### src/rtl/rr_arb_mux.sv
// N-way arbitrating mux with a one-entry registered output.
// Round-robin, fixed-priority or forced-select grant.
module rr_arb_mux #(
    parameter int WIDTH = 16,
    parameter int N = 4,
    localparam int SELW = $clog2(N)
) (
    input  logic               Clk,
    input  logic               Reset_n,
    input  logic [N*WIDTH-1:0] in_data,
    input  logic [N-1:0]       in_valid,
    output logic [N-1:0]       in_ready,
    input  logic [1:0]         mode,
    input  logic [SELW-1:0]    sel,
    output logic [WIDTH-1:0]   out_data,
    output logic               out_valid,
    input  logic               out_ready,
    output logic [SELW-1:0]    out_src
);

    logic [SELW-1:0] ptr;
    logic [SELW-1:0] gidx;
    logic [SELW-1:0] nptr;
    logic            gvld;
    logic            accept;
    logic            load;
    logic            rr_mode;
    logic [N-1:0]    grant;
    int              j;

    // Loops run from the far end so the lowest-ranked match wins.
    always_comb begin
        gidx = '0;
        gvld = 1'b0;
        j    = 0;
        case (mode)
            2'b01: begin
                for (int k = N - 1; k >= 0; k--) begin
                    if (in_valid[k]) begin
                        gidx = SELW'(k);
                        gvld = 1'b1;
                    end
                end
            end
            2'b10: begin
                for (int k = 0; k < N; k++) begin
                    if (sel == SELW'(k) && in_valid[k]) begin
                        gidx = SELW'(k);
                        gvld = 1'b1;
                    end
                end
            end
            default: begin
                for (int k = N - 1; k >= 0; k--) begin
                    j = int'(ptr) + k;
                    if (j >= N) j = j - N;
                    if (in_valid[j]) begin
                        gidx = SELW'(j);
                        gvld = 1'b1;
                    end
                end
            end
        endcase
    end

    assign accept  = !out_valid || out_ready;
    assign load    = gvld && accept;
    assign rr_mode = (mode == 2'b00) || (mode == 2'b11);
    assign grant   = gvld ? ({{(N-1){1'b0}}, 1'b1} << gidx) : '0;
    assign in_ready = grant & {N{accept}};

    // Explicit wrap keeps ptr below N when N is not a power of two.
    assign nptr = (gidx == SELW'(N - 1)) ? '0 : gidx + SELW'(1);

    always_ff @(posedge Clk) begin
        if (!Reset_n) begin
            out_data  <= '0;
            out_src   <= '0;
            out_valid <= 1'b0;
            ptr       <= '0;
        end else begin
            if (load) begin
                out_data  <= in_data[int'(gidx)*WIDTH +: WIDTH];
                out_src   <= gidx;
                out_valid <= 1'b1;
            end else if (out_ready) begin
                out_valid <= 1'b0;
            end
            if (load && rr_mode) begin
                ptr <= nptr;
            end
        end
    end

endmodule
### config.mk
export PLATFORM = sky130hd
export DESIGN_NAME = rr_arb_mux
export DESIGN_NICKNAME = d
export VERILOG_FILES = /design/src/rtl/rr_arb_mux.sv
export SDC_FILE = /design/constraint.sdc
export NUM_CORES = 1
export LEC_CHECK = 0
export BUFFER_PORTS_ARGS = -buffer_cell sky130_fd_sc_hd__buf_2
export CAP_MARGIN = 10
export CORE_ASPECT_RATIO = 0.8
export CORE_MARGIN = 5
export CORE_UTILIZATION = 44
export DETAILED_ROUTE_END_ITERATION = 10
export PLACE_DENSITY_LB_ADDON = 0.15
export RECOVER_POWER = 100
export SYNTH_ARGS = -nofsm -noshare
export SYNTH_HDL_FRONTEND = slang
export SYNTH_SLANG_ARGS = --single-unit
### constraint.sdc
create_clock -name Clk -period 2.8 [get_ports Clk]
set_clock_uncertainty 0.1 [all_clocks]
set_input_delay 0.14 -clock Clk [delete_from_list [all_inputs] [get_ports Clk]]
set_output_delay 0.14 -clock Clk [all_outputs]
set_load 0.01 [all_outputs]
==> qor.txt, run 1 <==
Clock tree buffer depth -> 2
Design Power -> 966 uW
Setup TNS -> 0 ps
Routed Antenna Nets -> 0
Setup CP Type -> reg2out
Initial Util -> 47.0%
Clock Power Share -> 20.1%
P&R area growth vs syn -> 24.3%
Pwr Density -> 470 nW/um^2
Resized Gates After CTS -> 0
Clk Latency, worst-skew pair -> 250 ps
Die ar. -> 5090 sq um
Clk pin slew, worst setup/hold paths -> 70 ps
Vias -> 1563
Max FO, Critical Path -> 12
Chip height -> 64.8 um
Synth Register Bits -> 21
CP Data Required Time -> 2560 ps
Die X -> 78.5 um
Min cycle time layout -> 2440 ps
Hold path depth -> 3
Non-Filler Instances -> 299
Final cycle utilization of the critical path -> 87.0%
Via-per-instance ratio -> 5.23
Initial antenna violation count -> 0
Row cnt -> 19
Max-Cap Viols -> 0
Leakage power -> 0.934 nW
TritonCTS Buffers -> 3
Synth Area per Inst -> 10.3 sq um
Flop pwr share -> 38.6%
Yosys warnings -> 0
CP Capture Type -> output port
FF-to-FF path depth -> 5
Core area -> 3520 sq um
Drt drc -> 0
First-pass GRT wire length -> 6.80 mm
Netlist cell types -> 40
Unrepaired setup endpoints after global routing -> no
# diodes -> 0
Worst-margin pin slew -> 893 ps
Number of iterations in the first detailed-routing pass -> 4
Fraction of registers with async set/reset -> 0%
Final Max Tran Viols -> 0
Ys flop type -> dfxtp_1
Slew headroom -> 40.5%
Most frequent cells in the layout -> buf_2, mux2i_1, clkbuf_1, dfxtp_1, nand3_1
Comb pwr share -> 41.3%
Final setup viols -> 0
Mapped Area -> 1650 sq um
Largest net degree at the start of global routing -> 25
DP Worst Slack -> 475 ps
Placed Cells -> 295
Port buffer count -> 97
Layout cell share with drive strength beyond 1 -> 37.4%
Reg2Reg Setup Slack -> 610 ps
Sw power -> 336 uW
Vias in the first global route -> 1509
Post-synthesis sequential area ratio -> 25.4%
CTS tree -> built
Final #Nets -> 339
Hold Path Class -> in2reg
GRT Total Usage -> 16.1%
Grt total ovfl -> 0
Sw Share -> 34.8%
Internal -> 630 uW
Worst path arrival time -> 2200 ps
Number of synthesized flops with an enable pin -> 0
Outcome -> complete, no violations
Initial DRC count -> 72
Hold Worst Slack -> 88.3 ps
Mapped Cells -> 161
Htree depth -> 1
Syn_nets -> 242
Max Clk Rate -> 0.411 GHz
Post-DR wirelength/cell -> 14.3 um
Element type at the critical path start -> flip-flop
Num ports -> 98
Final Hold Viols -> 0
Post-CTS Repair Setup Buffers -> 0
WL final -> 4.28 mm
Clock sink count -> 21
Root buf cell -> clkbuf_8
Commonest non-fill, non-tap cell in the layout -> buf_2
Peak supply drop -> 0.292 mV
Post-detail-place hpwl -> 3.34 mm
CTS Hold Buffers Added -> 0
GP Congestion -> 0.860
Layout fillers -> 346
Final WS setup -> 365 ps
-- cell type report --
class	count	area (sq um)	share of cell area (%)
multi-input combinational	122	1010	49.3
tap	42	52.6	2.56
inverter	7	26.3	1.28
sequential	21	420	20.5
timing repair buffer	103	498	24.2
clock buffer	4	45.0	2.19
-- cell usage after synthesis (2+ instances only) --
master / instances / area share, %
mux2i_1: 34 / 21
inv_1: 5 / 1.1
nor4_1: 2 / 0.76
ha_1: 6 / 4.5
nand2_1: 5 / 1.1
nand2b_1: 3 / 1.1
dfxtp_1: 21 / 25
buf_12: 3 / 3.6
nor2b_1: 2 / 0.76
inv_2: 2 / 0.45
and2_1: 5 / 1.9
buf_6: 2 / 1.4
nand3_1: 18 / 5.5
nor2_1: 3 / 0.68
clkbuf_1: 3 / 0.68
a21oi_1: 6 / 1.8
o21ai_1: 3 / 0.91
o221ai_2: 16 / 15
-- layer usage --
| metal | up-vias | global-route usage (%) | part of all wire (%) |
|---|---|---|---|
| met5 | - | 0 | 0 |
| met4 | 0 | 1.97 | 0.44 |
| met3 | 2 | 4.71 | 8.0 |
| met2 | 53 | 25.1 | 45 |
| met1 | 697 | 22.8 | 47 |
| li1 | 811 | - | - |
-- metrics by stage --
stage,util (%),instance area [sq um]
floorplan,-,1650
global placement,60.7,2140
detailed placement,60.7,2140
CTS,62.0,2180
global route,58.4,2050
finish,58.4,2050
-- critical path, stage by stage, from the launching register on --
cell	delay, ps
dfxtp_1	430
or4b_1	460
a41oi_1	270
buf_4	260
inv_1	90
ha_1	170
and2_1	120
buf_2	130
-- logic make-up (layout without fill, tap and decap cells) --
logic type / count (synthesis) / in the layout / share of synthesized area, %
compound gates: 36 / 36 / 23.9
buf+inv: 18 / 114 / 8.78
fa+ha+maj: 6 / 6 / 4.54
flops: 21 / 21 / 25.4
simple gates: 44 / 44 / 15.4
mux: 36 / 36 / 22.0
-- sequential cells by signal (all words and copies together) (netlist names) --
register and cells:
out_valid 1, out_src 2, out_data 16, ptr 2
-- final timing paths --
kind                         endpoint                    start
max                       in_ready[1]      ptr[1]$_SDFFE_PN0P_
min          out_data[6]$_SDFFE_PN0P_              in_data[22]
max reg2reg  out_data[5]$_SDFFE_PN0P_      ptr[1]$_SDFFE_PN0P_
min reg2reg   out_src[0]$_SDFFE_PN0P_  out_src[0]$_SDFFE_PN0P_
-- power by group through the flow --
stage	combinational [mW]	clock, mW	sequential (mW)
after floorplan	0.306	0	0.397
after global placement	0.450	0	0.378
after detailed placement	0.450	0	0.377
after CTS	0.451	0.202	0.371
after global routing	0.445	0.213	0.378
final	0.399	0.194	0.373
No activity file was read; power rests on OpenSTA's default activity.
==> run 2: changes to the inputs <==
PLACE_DENSITY = 0.81   (was unset)
PLACE_DENSITY_LB_ADDON = unset   (was 0.15)
==> qor.txt, run 2 (same netlist as run 1, synthesis figures left out) <==
Outcome -> complete, no violations (unchanged)
Clk pin slew, worst setup/hold paths -> 70 ps (about the same)
Leakage power -> 0.921 nW (was 0.934 nW)
Hold Path Class -> in2reg (unchanged)
Worst path arrival time -> 2230 ps (was 2200 ps)
Core area -> 3520 sq um (unchanged)
Setup CP Type -> reg2out (unchanged)
Grt total ovfl -> 0 (unchanged)
Commonest non-fill, non-tap cell in the layout -> buf_2 (unchanged)
Number of iterations in the first detailed-routing pass -> 4 (unchanged)
Routed Antenna Nets -> 0 (unchanged)
Element type at the critical path start -> flip-flop (unchanged)
Setup TNS -> 0 ps (unchanged)
P&R area growth vs syn -> 24.3% (unchanged)
CTS tree -> built (unchanged)
Port buffer count -> 97 (unchanged)
Hold Worst Slack -> 89.8 ps (was 88.3 ps)
GP Congestion -> 0.831 (was 0.860)
Min cycle time layout -> 2470 ps (was 2440 ps)
Reg2Reg Setup Slack -> 570 ps (was 610 ps)
Layout cell share with drive strength beyond 1 -> 37.8% (was 37.4%)
Reg area -> 420 sq um (unchanged)
Post-detail-place hpwl -> 3.58 mm (was 3.34 mm)
Final Max Tran Viols -> 0 (unchanged)
Final setup viols -> 0 (unchanged)
Via-per-instance ratio -> 5.50 (was 5.23)
Unrepaired setup endpoints after global routing -> no (unchanged)
Final Hold Viols -> 0 (unchanged)
Htree depth -> 1 (unchanged)
Clk Latency, worst-skew pair -> 250 ps (about the same)
WL final -> 4.63 mm (was 4.28 mm)
Largest Register -> out_data (unchanged)
Final WS setup -> 332 ps (was 365 ps)
CP Capture Type -> output port (unchanged)
Largest register FFs -> 16 (unchanged)
CTS Hold Buffers Added -> 0 (unchanged)
Post-DR wirelength/cell -> 15.6 um (was 14.3 um)
Slew headroom -> 55.6% (was 40.5%)
Resized Gates After CTS -> 0 (unchanged)
Initial antenna violation count -> 0 (unchanged)
Most frequent cells in the layout -> buf_2, mux2i_1, clkbuf_1, dfxtp_1, nand3_1 (unchanged)
GRT Total Usage -> 18.1% (was 16.1%)
Die ar. -> 5090 sq um (unchanged)
CP Data Required Time -> 2560 ps (about the same)
Clock tree buffer depth -> 2 (unchanged)
Initial DRC count -> 61 (was 72)
Pwr Density -> 476 nW/um^2 (was 470 nW/um^2)
Largest net degree at the start of global routing -> 25 (unchanged)
Max FO, Critical Path -> 7 (was 12)
Num ports -> 98 (unchanged)
Drt drc -> 0 (unchanged)
TritonCTS Buffers -> 3 (unchanged)
Clock sink count -> 21 (unchanged)
Chip height -> 64.8 um (unchanged)
Post-CTS Repair Setup Buffers -> 0 (unchanged)
Grt met1 use -> 23.1% (was 22.8%)
Largest registers -> out_data (16), out_src (2), ptr (2) (unchanged)
Root buf cell -> clkbuf_8 (unchanged)
Area of the multi-input gates -> 1030 sq um (was 1010 sq um)
Max-Cap Viols -> 0 (unchanged)
Initial Util -> 47.0% (unchanged)
Vias -> 1628 (was 1563)
Layout fillers -> 345 (was 346)
Worst-margin pin slew -> 666 ps (was 893 ps)
GR peak layer -> met2 (unchanged)
Peak supply drop -> 0.238 mV (was 0.292 mV)
Die X -> 78.5 um (unchanged)
Row cnt -> 19 (unchanged)
Max Clk Rate -> 0.405 GHz (was 0.411 GHz)
DP Worst Slack -> 343 ps (was 475 ps)
# diodes -> 0 (unchanged)
Met3 Usage GRT -> 5.96% (was 4.71%)
Final #Nets -> 336 (was 339)
Final cycle utilization of the critical path -> 88.1% (was 87.0%)
Vias in the first global route -> 1613 (was 1509)
Met2 Use GR -> 29.6% (was 25.1%)
First-pass GRT wire length -> 7.47 mm (was 6.80 mm)
## run 2: area by class of cell
class / count / share of cell area [%]
clock buffer: 4 / 2.19
inverter: 7 / 1.28
multi-input combinational: 122 / 50.2
sequential: 21 / 20.5
tap: 42 / 2.56
timing repair buffer: 100 / 23.3
## run 2: per-stage QoR
stage | std cells | total power, mW | utilization (%) | instance area [sq um]
global placement | 292 | 0.817 | 60.1 | 2110
CTS | 296 | 1.03 | 61.3 | 2160
detailed placement | 292 | 0.826 | 60.1 | 2110
finish | 296 | 0.978 | 58.4 | 2050
floorplan | 161 | 0.702 | - | 1650
global route | 296 | 1.05 | 58.4 | 2050
## run 2: critical path, cell delays in order (launching register included)
cell	delay, ps
dfxtp_1	440
mux2i_1	220
o22ai_1	120
o21ai_1	390
and2_0	290
inv_2	60
ha_1	190
and2_1	130
clkbuf_1	120
## run 2: final timing paths
path                      startpoint                   endpoint  cells past startpoint
min                      in_data[27]  out_data[11]$_SDFFE_PN0P_                      3
min reg2reg  out_src[0]$_SDFFE_PN0P_    out_src[0]$_SDFFE_PN0P_                      2
max reg2reg      ptr[1]$_SDFFE_PN0P_  out_data[10]$_SDFFE_PN0P_                      5
max              ptr[1]$_SDFFE_PN0P_                in_ready[2]                      8
## run 2: per-layer routing
metal / vias to the layer above / part of all wire [%]
li1: 808 / -
met1: 735 / 41
met2: 77 / 48
met3: 8 / 9.5
met4: 0 / 1.7
met5: - / 0
## run 2: power breakdown
group / internal (mW) / leakage [nW] / switching, mW
sequential: 0.346 / 0.173 / 0.0290
clock: 0.101 / 0.0228 / 0.0958
combinational: 0.182 / 0.725 / 0.224
